<file path="src/rtl/mips_pkg.sv">
// Shared definitions for the MIPS front end: reset vector, bubble encoding,
// opcode field position and the fetch FSM state type.
package mips_pkg;

    // sll $0,$0,0 -- decodes as an R-type write to $zero, so it is harmless.
    localparam logic [31:0] NOP_INSTR  = 32'h0000_0000;
    localparam logic [31:0] RESET_PC   = 32'h0040_0000;

    localparam int OPCODE_MSB   = 31;
    localparam int OPCODE_LSB   = 26;
    localparam int OPCODE_WIDTH = OPCODE_MSB - OPCODE_LSB + 1;

    typedef enum logic {
        RUN   = 1'b0,
        FAULT = 1'b1
    } fetch_state_t;

endpackage

</file>
<file path="src/rtl/program_counter.sv">
// Program counter: PC register, +4 adder, next-PC selection and the
// word-alignment check on redirect targets.
module program_counter
    import mips_pkg::*;
#(
    parameter int                    ADDR_WIDTH = 32,
    parameter logic [ADDR_WIDTH-1:0] RESET_PC   = ADDR_WIDTH'(mips_pkg::RESET_PC)
) (
    input  logic                  clk,
    input  logic                  reset,
    input  logic                  run_en,         // low freezes the PC (fault state)
    input  logic                  stall,
    input  logic                  branch_taken,
    input  logic [ADDR_WIDTH-1:0] branch_target,
    output logic [ADDR_WIDTH-1:0] pc,
    output logic [ADDR_WIDTH-1:0] pc_plus4,
    output logic                  misaligned      // redirect to a non-word address
);

    logic [ADDR_WIDTH-1:0] pc_reg;
    logic [ADDR_WIDTH-1:0] pc_next;

    // Adder wraps modulo 2^ADDR_WIDTH with no carry out, as intended.
    assign pc_plus4   = pc_reg + ADDR_WIDTH'(4);
    assign misaligned = branch_taken && (branch_target[1:0] != 2'b00);
    assign pc         = pc_reg;

    // Next-PC priority: freeze, misaligned redirect (hold), redirect, stall, advance.
    always_comb begin
        pc_next = pc_reg;
        if (!run_en) begin
            pc_next = pc_reg;
        end else if (misaligned) begin
            pc_next = pc_reg;
        end else if (branch_taken) begin
            pc_next = branch_target;
        end else if (stall) begin
            pc_next = pc_reg;
        end else begin
            pc_next = pc_plus4;
        end
    end

    // PC register with asynchronous reset to the boot vector.
    always_ff @(posedge clk or posedge reset) begin
        if (reset) begin
            pc_reg <= RESET_PC;
        end else begin
            pc_reg <= pc_next;
        end
    end

endmodule

</file>
<file path="src/rtl/instruction_fetch_stage.sv">
// Instruction fetch stage: RUN/FAULT control, IF/ID pipeline register and
// the count of real instructions handed to decode.
module instruction_fetch_stage
    import mips_pkg::*;
#(
    parameter int                    ADDR_WIDTH = 32,
    parameter logic [ADDR_WIDTH-1:0] RESET_PC   = ADDR_WIDTH'(mips_pkg::RESET_PC)
) (
    input  logic                  clk,
    input  logic                  reset,
    input  logic                  stall_i,
    input  logic                  branch_taken_i,
    input  logic [ADDR_WIDTH-1:0] branch_target_i,
    output logic [ADDR_WIDTH-1:0] imem_addr_o,
    input  logic [31:0]           imem_rdata_i,
    output logic [31:0]           if_id_instr_o,
    output logic [ADDR_WIDTH-1:0] if_id_pc4_o,
    output logic                  if_id_valid_o,
    output logic [5:0]            opcode_o,
    output logic                  fault_o,
    output logic [31:0]           fetch_count_o
);

    fetch_state_t          state_reg;
    fetch_state_t          state_next;
    logic                  load_fetch;
    logic                  load_bubble;

    logic [ADDR_WIDTH-1:0] pc;
    logic [ADDR_WIDTH-1:0] pc_plus4;
    logic                  misaligned;

    logic [31:0]           if_id_instr_reg;
    logic [ADDR_WIDTH-1:0] if_id_pc4_reg;
    logic                  if_id_valid_reg;
    logic [31:0]           fetch_count_reg;

    program_counter #(
        .ADDR_WIDTH (ADDR_WIDTH),
        .RESET_PC   (RESET_PC)
    ) u_program_counter (
        .clk           (clk),
        .reset         (reset),
        .run_en        (state_reg == RUN),
        .stall         (stall_i),
        .branch_taken  (branch_taken_i),
        .branch_target (branch_target_i),
        .pc            (pc),
        .pc_plus4      (pc_plus4),
        .misaligned    (misaligned)
    );

    // Next state and IF/ID load selection; a redirect always beats a stall.
    always_comb begin
        state_next  = state_reg;
        load_fetch  = 1'b0;
        load_bubble = 1'b0;
        case (state_reg)
            RUN: begin
                if (misaligned) begin
                    state_next  = FAULT;
                    load_bubble = 1'b1;
                end else if (branch_taken_i) begin
                    load_bubble = 1'b1;   // squash the wrong-path instruction
                end else if (!stall_i) begin
                    load_fetch  = 1'b1;
                end
            end
            FAULT: begin
                load_bubble = 1'b1;       // sticky until reset
            end
            default: begin
                state_next  = FAULT;
                load_bubble = 1'b1;
            end
        endcase
    end

    // FSM state register.
    always_ff @(posedge clk or posedge reset) begin
        if (reset) begin
            state_reg <= RUN;
        end else begin
            state_reg <= state_next;
        end
    end

    // IF/ID register and fetched-instruction counter; both hold on stall.
    always_ff @(posedge clk or posedge reset) begin
        if (reset) begin
            if_id_instr_reg <= NOP_INSTR;
            if_id_pc4_reg   <= '0;
            if_id_valid_reg <= 1'b0;
            fetch_count_reg <= '0;
        end else if (load_bubble) begin
            if_id_instr_reg <= NOP_INSTR;
            if_id_pc4_reg   <= '0;
            if_id_valid_reg <= 1'b0;
        end else if (load_fetch) begin
            if_id_instr_reg <= imem_rdata_i;
            if_id_pc4_reg   <= pc_plus4;
            if_id_valid_reg <= 1'b1;
            fetch_count_reg <= fetch_count_reg + 32'd1;
        end
    end

    assign imem_addr_o   = pc;
    assign if_id_instr_o = if_id_instr_reg;
    assign if_id_pc4_o   = if_id_pc4_reg;
    assign if_id_valid_o = if_id_valid_reg;
    assign fault_o       = (state_reg == FAULT);
    assign fetch_count_o = fetch_count_reg;

    // Opcode field routed straight from the IF/ID register to Control.
    genvar gi;
    generate
        for (gi = 0; gi < OPCODE_WIDTH; gi++) begin : g_opcode
            assign opcode_o[gi] = if_id_instr_reg[OPCODE_LSB + gi];
        end
    endgenerate

endmodule

</file>
<file path="config.mk">
export PLATFORM = sky130hd
export DESIGN_NAME = instruction_fetch_stage
export DESIGN_NICKNAME = d
export VERILOG_FILES = /design/src/rtl/mips_pkg.sv /design/src/rtl/program_counter.sv /design/src/rtl/instruction_fetch_stage.sv
export SDC_FILE = /design/constraint.sdc
export NUM_CORES = 1
export LEC_CHECK = 0
export BUFFER_PORTS_ARGS = -buffer_cell sky130_fd_sc_hd__buf_2
export CAP_MARGIN = 20
export CORE_MARGIN = 5
export CORE_UTILIZATION = 55
export CTS_CLUSTER_DIAMETER = 40
export DETAILED_ROUTE_END_ITERATION = 6
export PLACE_DENSITY = 0.95
export SYNTH_ARGS = -nofsm -noshare
export SYNTH_HDL_FRONTEND = slang
export SYNTH_SLANG_ARGS = --single-unit
</file>
<file path="constraint.sdc">
create_clock -name clk -period 6.34 [get_ports clk]
set_clock_uncertainty 0.15 [all_clocks]
set_input_delay 0.951 -clock clk [delete_from_list [all_inputs] [get_ports clk]]
set_output_delay 0.951 -clock clk [all_outputs]
set_load 0.1 [all_outputs]
</file>
* After elaboration in Yosys (flattened, before gate mapping) *
Cells that the tools add are included.

storage, ports and cells
  output and inout bits = 136
  input bits = 68
  flip-flop bits (word level) = 130

cells by class
  eq/ne operators = 1
  bitwise operators = 3
  reductions and logical operators = 5
  $add $sub $neg = 2
  multiplexer cells = 17

operators with widths
  operator                                                         number
  32-bit 2-to-1 mux                                                6
  32-bit by 1-bit adder with 32-bit output, second input constant  1
  32-bit by 3-bit adder with 32-bit output, second input constant  1
  1-bit 2-to-1 mux                                                 10
  2-bit nonzero test                                               2
  1-bit inverter                                                   3
  3-bit AND reduction                                              1
  2-bit by 1-bit != test with 1-bit output, second input constant  1
  1-bit one-hot mux with 2 select lines                            1
  2-bit AND reduction                                              1
  1-bit logical AND                                                1

* Longest topological paths before layout *
  depth in word-level cells = 6
  gate-level depth with buffers = 7
  depth with buffers taken out = 6

* By module *
A second synthesis with hierarchy kept.

unflattened totals
  cell total of the unflattened synthesis = 665
  area, all modules = 6804.0 um^2

by module, submodules not included
  module                   instances  seq. area each (um^2)  cells an instance  area each (um^2)
  instruction_fetch_stage  1          2452.4                 349                4201.5
  program_counter          1          802.0                  316                2602.5

* Least setup slack after synthesis *
Ideal clock, no wire load.

  path kind = reg-to-reg
  start point = register fetch_count_reg[6] (netlist: fetch_count_o[6])
  end point = register fetch_count_reg[29] (netlist: fetch_count_o[29])
  buffers on the path = 1
  library setup time = 0.156 ns
  stages on the path, launching flop included = 7
  data arrival time = 2.649 ns
  path slack = 3.384 ns
  cells stage by stage = dfrtp_1 -> nand4_2 -> or4_4 -> or4_4 -> buf_6 -> nand2b_4 -> xnor2_2

on the way
  cells in the longest elaborated chain, start to end = 1

ends and longest elaborated chain
  what                                      line                            text
  start: declaration                        instruction_fetch_stage.sv:36   logic [31:0] fetch_count_reg;
  start signal: assignment                  instruction_fetch_stage.sv:103  fetch_count_reg <= fetch_count_reg + 32'd1;
  32-bit by 1-bit adder with 32-bit output  instruction_fetch_stage.sv:103

No other way between the ends.
A chain may end at the register's enable or synchronous reset.

* Worst setup path in the final report *
  start point = input port branch_taken_i
  end point = register u_program_counter.pc_reg[20] (netlist: u_program_counter.pc[20])

on the way
  cells in the longest elaborated chain, start to end = 3
  elaborated cells on any way between the ends = 5

ends and longest elaborated chain
  what                                                         line                           text
  start: declaration                                           instruction_fetch_stage.sv:12  input logic branch_taken_i,
  branches (longest 3 deep; another with 3-bit AND reduction)  -
  end signal: assignment                                       program_counter.sv:49          pc_reg <= pc_next;
  end: declaration                                             program_counter.sv:20          logic [ADDR_WIDTH-1:0] pc_reg;

Several ways; the timed one is not identified.

==> report_table.html <==
<table>
<tr><th>Metric</th><th>Value</th></tr>
<tr><th colspan="2">Setup path</th></tr>
<tr><td>Critical path capture point</td><td>u_program_counter.pc[20]</td></tr>
<tr><td>Worst Path Class, Setup</td><td>input pin to flop</td></tr>
<tr><td>Critical path launch point type</td><td>input pin</td></tr>
<tr><td>End of the worst register-to-register path</td><td>u_program_counter.pc[26]</td></tr>
<tr><td>Flop-to-flop setup slack</td><td>3.75 ns</td></tr>
<tr><td>Count of cells along the worst register-to-register path</td><td>6</td></tr>
<tr><td>Worst setup path startpoint</td><td>branch_taken_i</td></tr>
<tr><td>Category of the worst setup path capture point</td><td>flop</td></tr>
<tr><td>Critical register-to-register path startpoint</td><td>u_program_counter.pc[2]</td></tr>
<tr><td>Required time at the endpoint of the critical path</td><td>6.61 ns</td></tr>
<tr><td>Data arrival time of the critical path</td><td>3.91 ns</td></tr>
<tr><td>Highest net fanout along the worst path</td><td>55</td></tr>
<tr><th colspan="2">STA</th></tr>
<tr><td>Final setup slack of the worst path</td><td>2.70 ns</td></tr>
<tr><td>Max-slew violations</td><td>0</td></tr>
<tr><td>Slew headroom</td><td>0.256</td></tr>
<tr><td>Final TNS setup</td><td>0 ns</td></tr>
<tr><td>Final Critical Period</td><td>3.64 ns</td></tr>
<tr><td>RSZ-0062 raised after global routing</td><td>false</td></tr>
<tr><td>Share of the clock period used by the worst path after layout</td><td>0.574</td></tr>
<tr><td>Number of endpoints with negative hold slack in the final report</td><td>0</td></tr>
<tr><td>Maximum clock frequency</td><td>0.275 GHz</td></tr>
<tr><td>Worst-Margin Slew</td><td>1.12 ns</td></tr>
<tr><td>Final setup violation count</td><td>0</td></tr>
<tr><th colspan="2">Synthesis</th></tr>
<tr><td>Number of flops mapped to enable cells by yosys</td><td>0</td></tr>
<tr><td>Top-count cell post-synth</td><td>sky130_fd_sc_hd__dfrtp_1</td></tr>
<tr><td>Fraction of post-synthesis cell area in the top cell type by area</td><td>0.534</td></tr>
<tr><td>Netlist area before placement</td><td>6050 um^2</td></tr>
<tr><td>Cell variety after synth</td><td>53</td></tr>
<tr><td>Proportion of synthesized chip area in sequential cells</td><td>0.538</td></tr>
<tr><td>Syn Nets</td><td>656</td></tr>
<tr><td>List of most frequent post-synthesis cells</td><td>sky130_fd_sc_hd__dfrtp_1 (129), sky130_fd_sc_hd__nand2_1 (58), sky130_fd_sc_hd__o21ai_0 (51)</td></tr>
<tr><td>Share of flip-flops with an asynchronous set or reset after synthesis</td><td>1.00</td></tr>
<tr><td>Most frequently used flop master after synthesis</td><td>sky130_fd_sc_hd__dfrtp_1</td></tr>
<tr><td>Largest area contributor in the synthesized netlist</td><td>sky130_fd_sc_hd__dfrtp_1</td></tr>
<tr><td>Count of state elements after synthesis</td><td>130</td></tr>
<tr><td>Count of synthesis-stage warnings from yosys</td><td>0</td></tr>
<tr><td>Mean post-synth cell area</td><td>10.3 um^2</td></tr>
<tr><td>Post-synthesis cell count</td><td>586</td></tr>
<tr><td>Cells taking the most area after synthesis</td><td>sky130_fd_sc_hd__dfrtp_1 (53%), sky130_fd_sc_hd__a22o_1 (5.1%), sky130_fd_sc_hd__xnor2_1 (4.3%)</td></tr>
<tr><th colspan="2">Clock network</th></tr>
<tr><td>Clk_lat worst skew</td><td>0.50 ns</td></tr>
<tr><td>Total setup buffers inserted after CTS</td><td>0</td></tr>
<tr><td>Number of sinks driven by the clock tree</td><td>130</td></tr>
<tr><td>Hold-fix buffer count after cts</td><td>0</td></tr>
<tr><td>Post-CTS sizing</td><td>0</td></tr>
<tr><td>Clk root buf</td><td>sky130_fd_sc_hd__clkbuf_8</td></tr>
<tr><td>Clock transition time at the flip-flop clock pins of the worst setup and hold paths</td><td>0.06 ns</td></tr>
<tr><td>Maximum number of buffers from clock root to sink</td><td>2</td></tr>
<tr><td>CTS tree</td><td>done</td></tr>
<tr><td>Number of clock buffers inserted by TritonCTS</td><td>17</td></tr>
<tr><td>Maximum level of the CTS H-tree</td><td>4</td></tr>
<tr><th colspan="2">Routing</th></tr>
<tr><td>WL final</td><td>17000 um</td></tr>
<tr><td>DRC</td><td>0</td></tr>
<tr><td>Drt initial violations</td><td>554</td></tr>
<tr><td>Routed wire length per instance</td><td>18.4 um</td></tr>
<tr><td>Via count of the routed design</td><td>5385</td></tr>
<tr><td>DR pass1 iterations</td><td>5</td></tr>
<tr><td>Residual antenna-violating net count after detailed routing</td><td>0</td></tr>
<tr><td>Vias per inst</td><td>5.85</td></tr>
<tr><th colspan="2">Global routing</th></tr>
<tr><td>Met3 routing resource usage after global routing</td><td>0.0584</td></tr>
<tr><td>GRT Max-Usage Layer</td><td>met2</td></tr>
<tr><td>Overall global routing resource usage</td><td>0.257</td></tr>
<tr><td>Vias in the first global route</td><td>5233</td></tr>
<tr><td>M2 GR Usage</td><td>0.416</td></tr>
<tr><td>Pin count of the biggest net entering global routing</td><td>67</td></tr>
<tr><td>Met1 track demand over resource</td><td>0.355</td></tr>
<tr><td>Initial antenna violation count</td><td>0</td></tr>
<tr><td>Global-route wire length before repair</td><td>27200 um</td></tr>
<tr><td>Sum of overflow across all layers after global routing</td><td>0</td></tr>
<tr><th colspan="2">Place</th></tr>
<tr><td>Worst slack at placement</td><td>2.25 ns</td></tr>
<tr><td>Placed wire-length estimate after detailed placement</td><td>11900 um</td></tr>
<tr><td>Number of buffers inserted by port buffering</td><td>203</td></tr>
<tr><td>RD Place Congestion</td><td>0.836</td></tr>
<tr><th colspan="2">Hold path</th></tr>
<tr><td>Min-delay worst type</td><td>flop to flop</td></tr>
<tr><th colspan="2">Floorplan</th></tr>
<tr><td>I/O pin cnt</td><td>204</td></tr>
<tr><td>Die footprint</td><td>13200 um^2</td></tr>
<tr><td>Number of cell rows</td><td>38</td></tr>
<tr><td>Placeable core area</td><td>10800 um^2</td></tr>
<tr><td>Width of the die</td><td>115 um</td></tr>
<tr><td>Starting utilization of the core area</td><td>0.560</td></tr>
<tr><td>Die extent in y</td><td>115 um</td></tr>
<tr><th colspan="2">Status</th></tr>
<tr><td>Status</td><td>completed</td></tr>
<tr><th colspan="2">Layout</th></tr>
<tr><td>Number of nets in the layout</td><td>838</td></tr>
<tr><td>Fraction of layout cells with a size suffix above 1</td><td>0.328</td></tr>
<tr><td>Antenna diodes</td><td>0</td></tr>
<tr><td>Layout overhead on the synthesized area</td><td>26.8%</td></tr>
<tr><th colspan="2">Job</th></tr>
<tr><td>Number of max-capacitance violations reported</td><td>0</td></tr>
<tr><th colspan="2">Pwr</th></tr>
<tr><td>Power density relative to cell area</td><td>283 nW/um^2</td></tr>
<tr><td>Leak Pwr</td><td>3.87 nW</td></tr>
<tr><td>Maximum vdd ir drop</td><td>148 uV</td></tr>
</table>
==> metal layers <==
metal / wire length (um) / share of wire
met1: 6930 / 0.41
met3: 1410 / 0.083
met5: 0 / 0
met2: 8490 / 0.50
met4: 162 / 0.0095
==> metrics by stage <==
| stage | hold slack [ns] | cells | cell area [um^2] | power [mW] | util |
|---|---|---|---|---|---|
| 3_5_place_dp | 0.314 | 889 | 7100 | 1.25 | 0.658 |
| 3_3_place_gp | 0.303 | 888 | 7090 | 1.24 | 0.657 |
| 4_1_cts | 0.329 | 921 | 7670 | 2.18 | 0.711 |
| 5_1_grt | 0.353 | 921 | 7670 | 2.24 | 0.711 |
| 6_report | 0.326 | 921 | 7670 | 2.17 | 0.711 |
| 2_1_floorplan | 0.638 | 586 | 6050 | 1.17 | - |
==> placed cells by master (no fill, tap or decap), types with 21 or more instances in the layout <==
cell	Yosys	routed
sky130_fd_sc_hd__nand2_1	58	58
sky130_fd_sc_hd__xor2_1	25	25
sky130_fd_sc_hd__a22o_1	35	35
sky130_fd_sc_hd__buf_2	2	203
sky130_fd_sc_hd__nor2_1	28	28
sky130_fd_sc_hd__nand3_1	30	30
sky130_fd_sc_hd__dfrtp_1	129	129
sky130_fd_sc_hd__xnor2_1	30	30
sky130_fd_sc_hd__o21ai_0	51	51
sky130_fd_sc_hd__nand4_1	21	21
==> final cells by class <==
type                       count  area, um^2
sequential                   130        3250
fill                         756        3120
multi-input combinational    398        2560
timing repair buffer         209        1060
clock buffer                  20         435
tap                          140         175
clock inverter                12         134
inverter                      12        47.5
==> critical path, cell delays in order <==
cell and delay [ns]:
sky130_fd_sc_hd__buf_2 0.70, sky130_fd_sc_hd__inv_1 0.61, sky130_fd_sc_hd__a211o_1 0.82, sky130_fd_sc_hd__nor2_1 0.50, sky130_fd_sc_hd__a22oi_1 0.14, sky130_fd_sc_hd__nand3_1 0.14
==> kinds of logic (layout without fill, tap and decap cells) <==
group	Yosys count	count (layout)	synth area share
simple gates	195	195	0.170
flops	130	130	0.538
fa+ha+maj	2	2	0.00414
mux	1	1	0.00166
compound gates	143	143	0.160
buf+inv	58	253	0.0414
xor+xnor	57	57	0.0850
==> where the power goes <==
| part | switching, mW | internal, mW | total [mW] |
|---|---|---|---|
| Clock | 0.361 | 0.571 | 0.932 |
| Combinational | 0.264 | 0.0685 | 0.332 |
| Sequential | 0.0496 | 0.855 | 0.904 |
==> worst min path at each step <==
| stage | endpoint | startpoint | slack, ns | depth (start not counted) |
|---|---|---|---|---|
| 2_1_floorplan | u_program_counter.pc[22] | u_program_counter.pc[22] | 0.64 | 2 |
| 3_3_place_gp | fetch_count_o[31] | fetch_count_o[31] | 0.30 | 1 |
| 3_5_place_dp | fetch_count_o[31] | fetch_count_o[31] | 0.31 | 1 |
| 5_1_grt | if_id_pc4_o[17] | if_id_pc4_o[17] | 0.35 | 2 |
| 4_1_cts | if_id_pc4_o[15] | if_id_pc4_o[15] | 0.33 | 2 |
| 6_report | if_id_pc4_o[15] | if_id_pc4_o[15] | 0.33 | 2 |
Note: power is estimated with default switching activity, not from simulation.
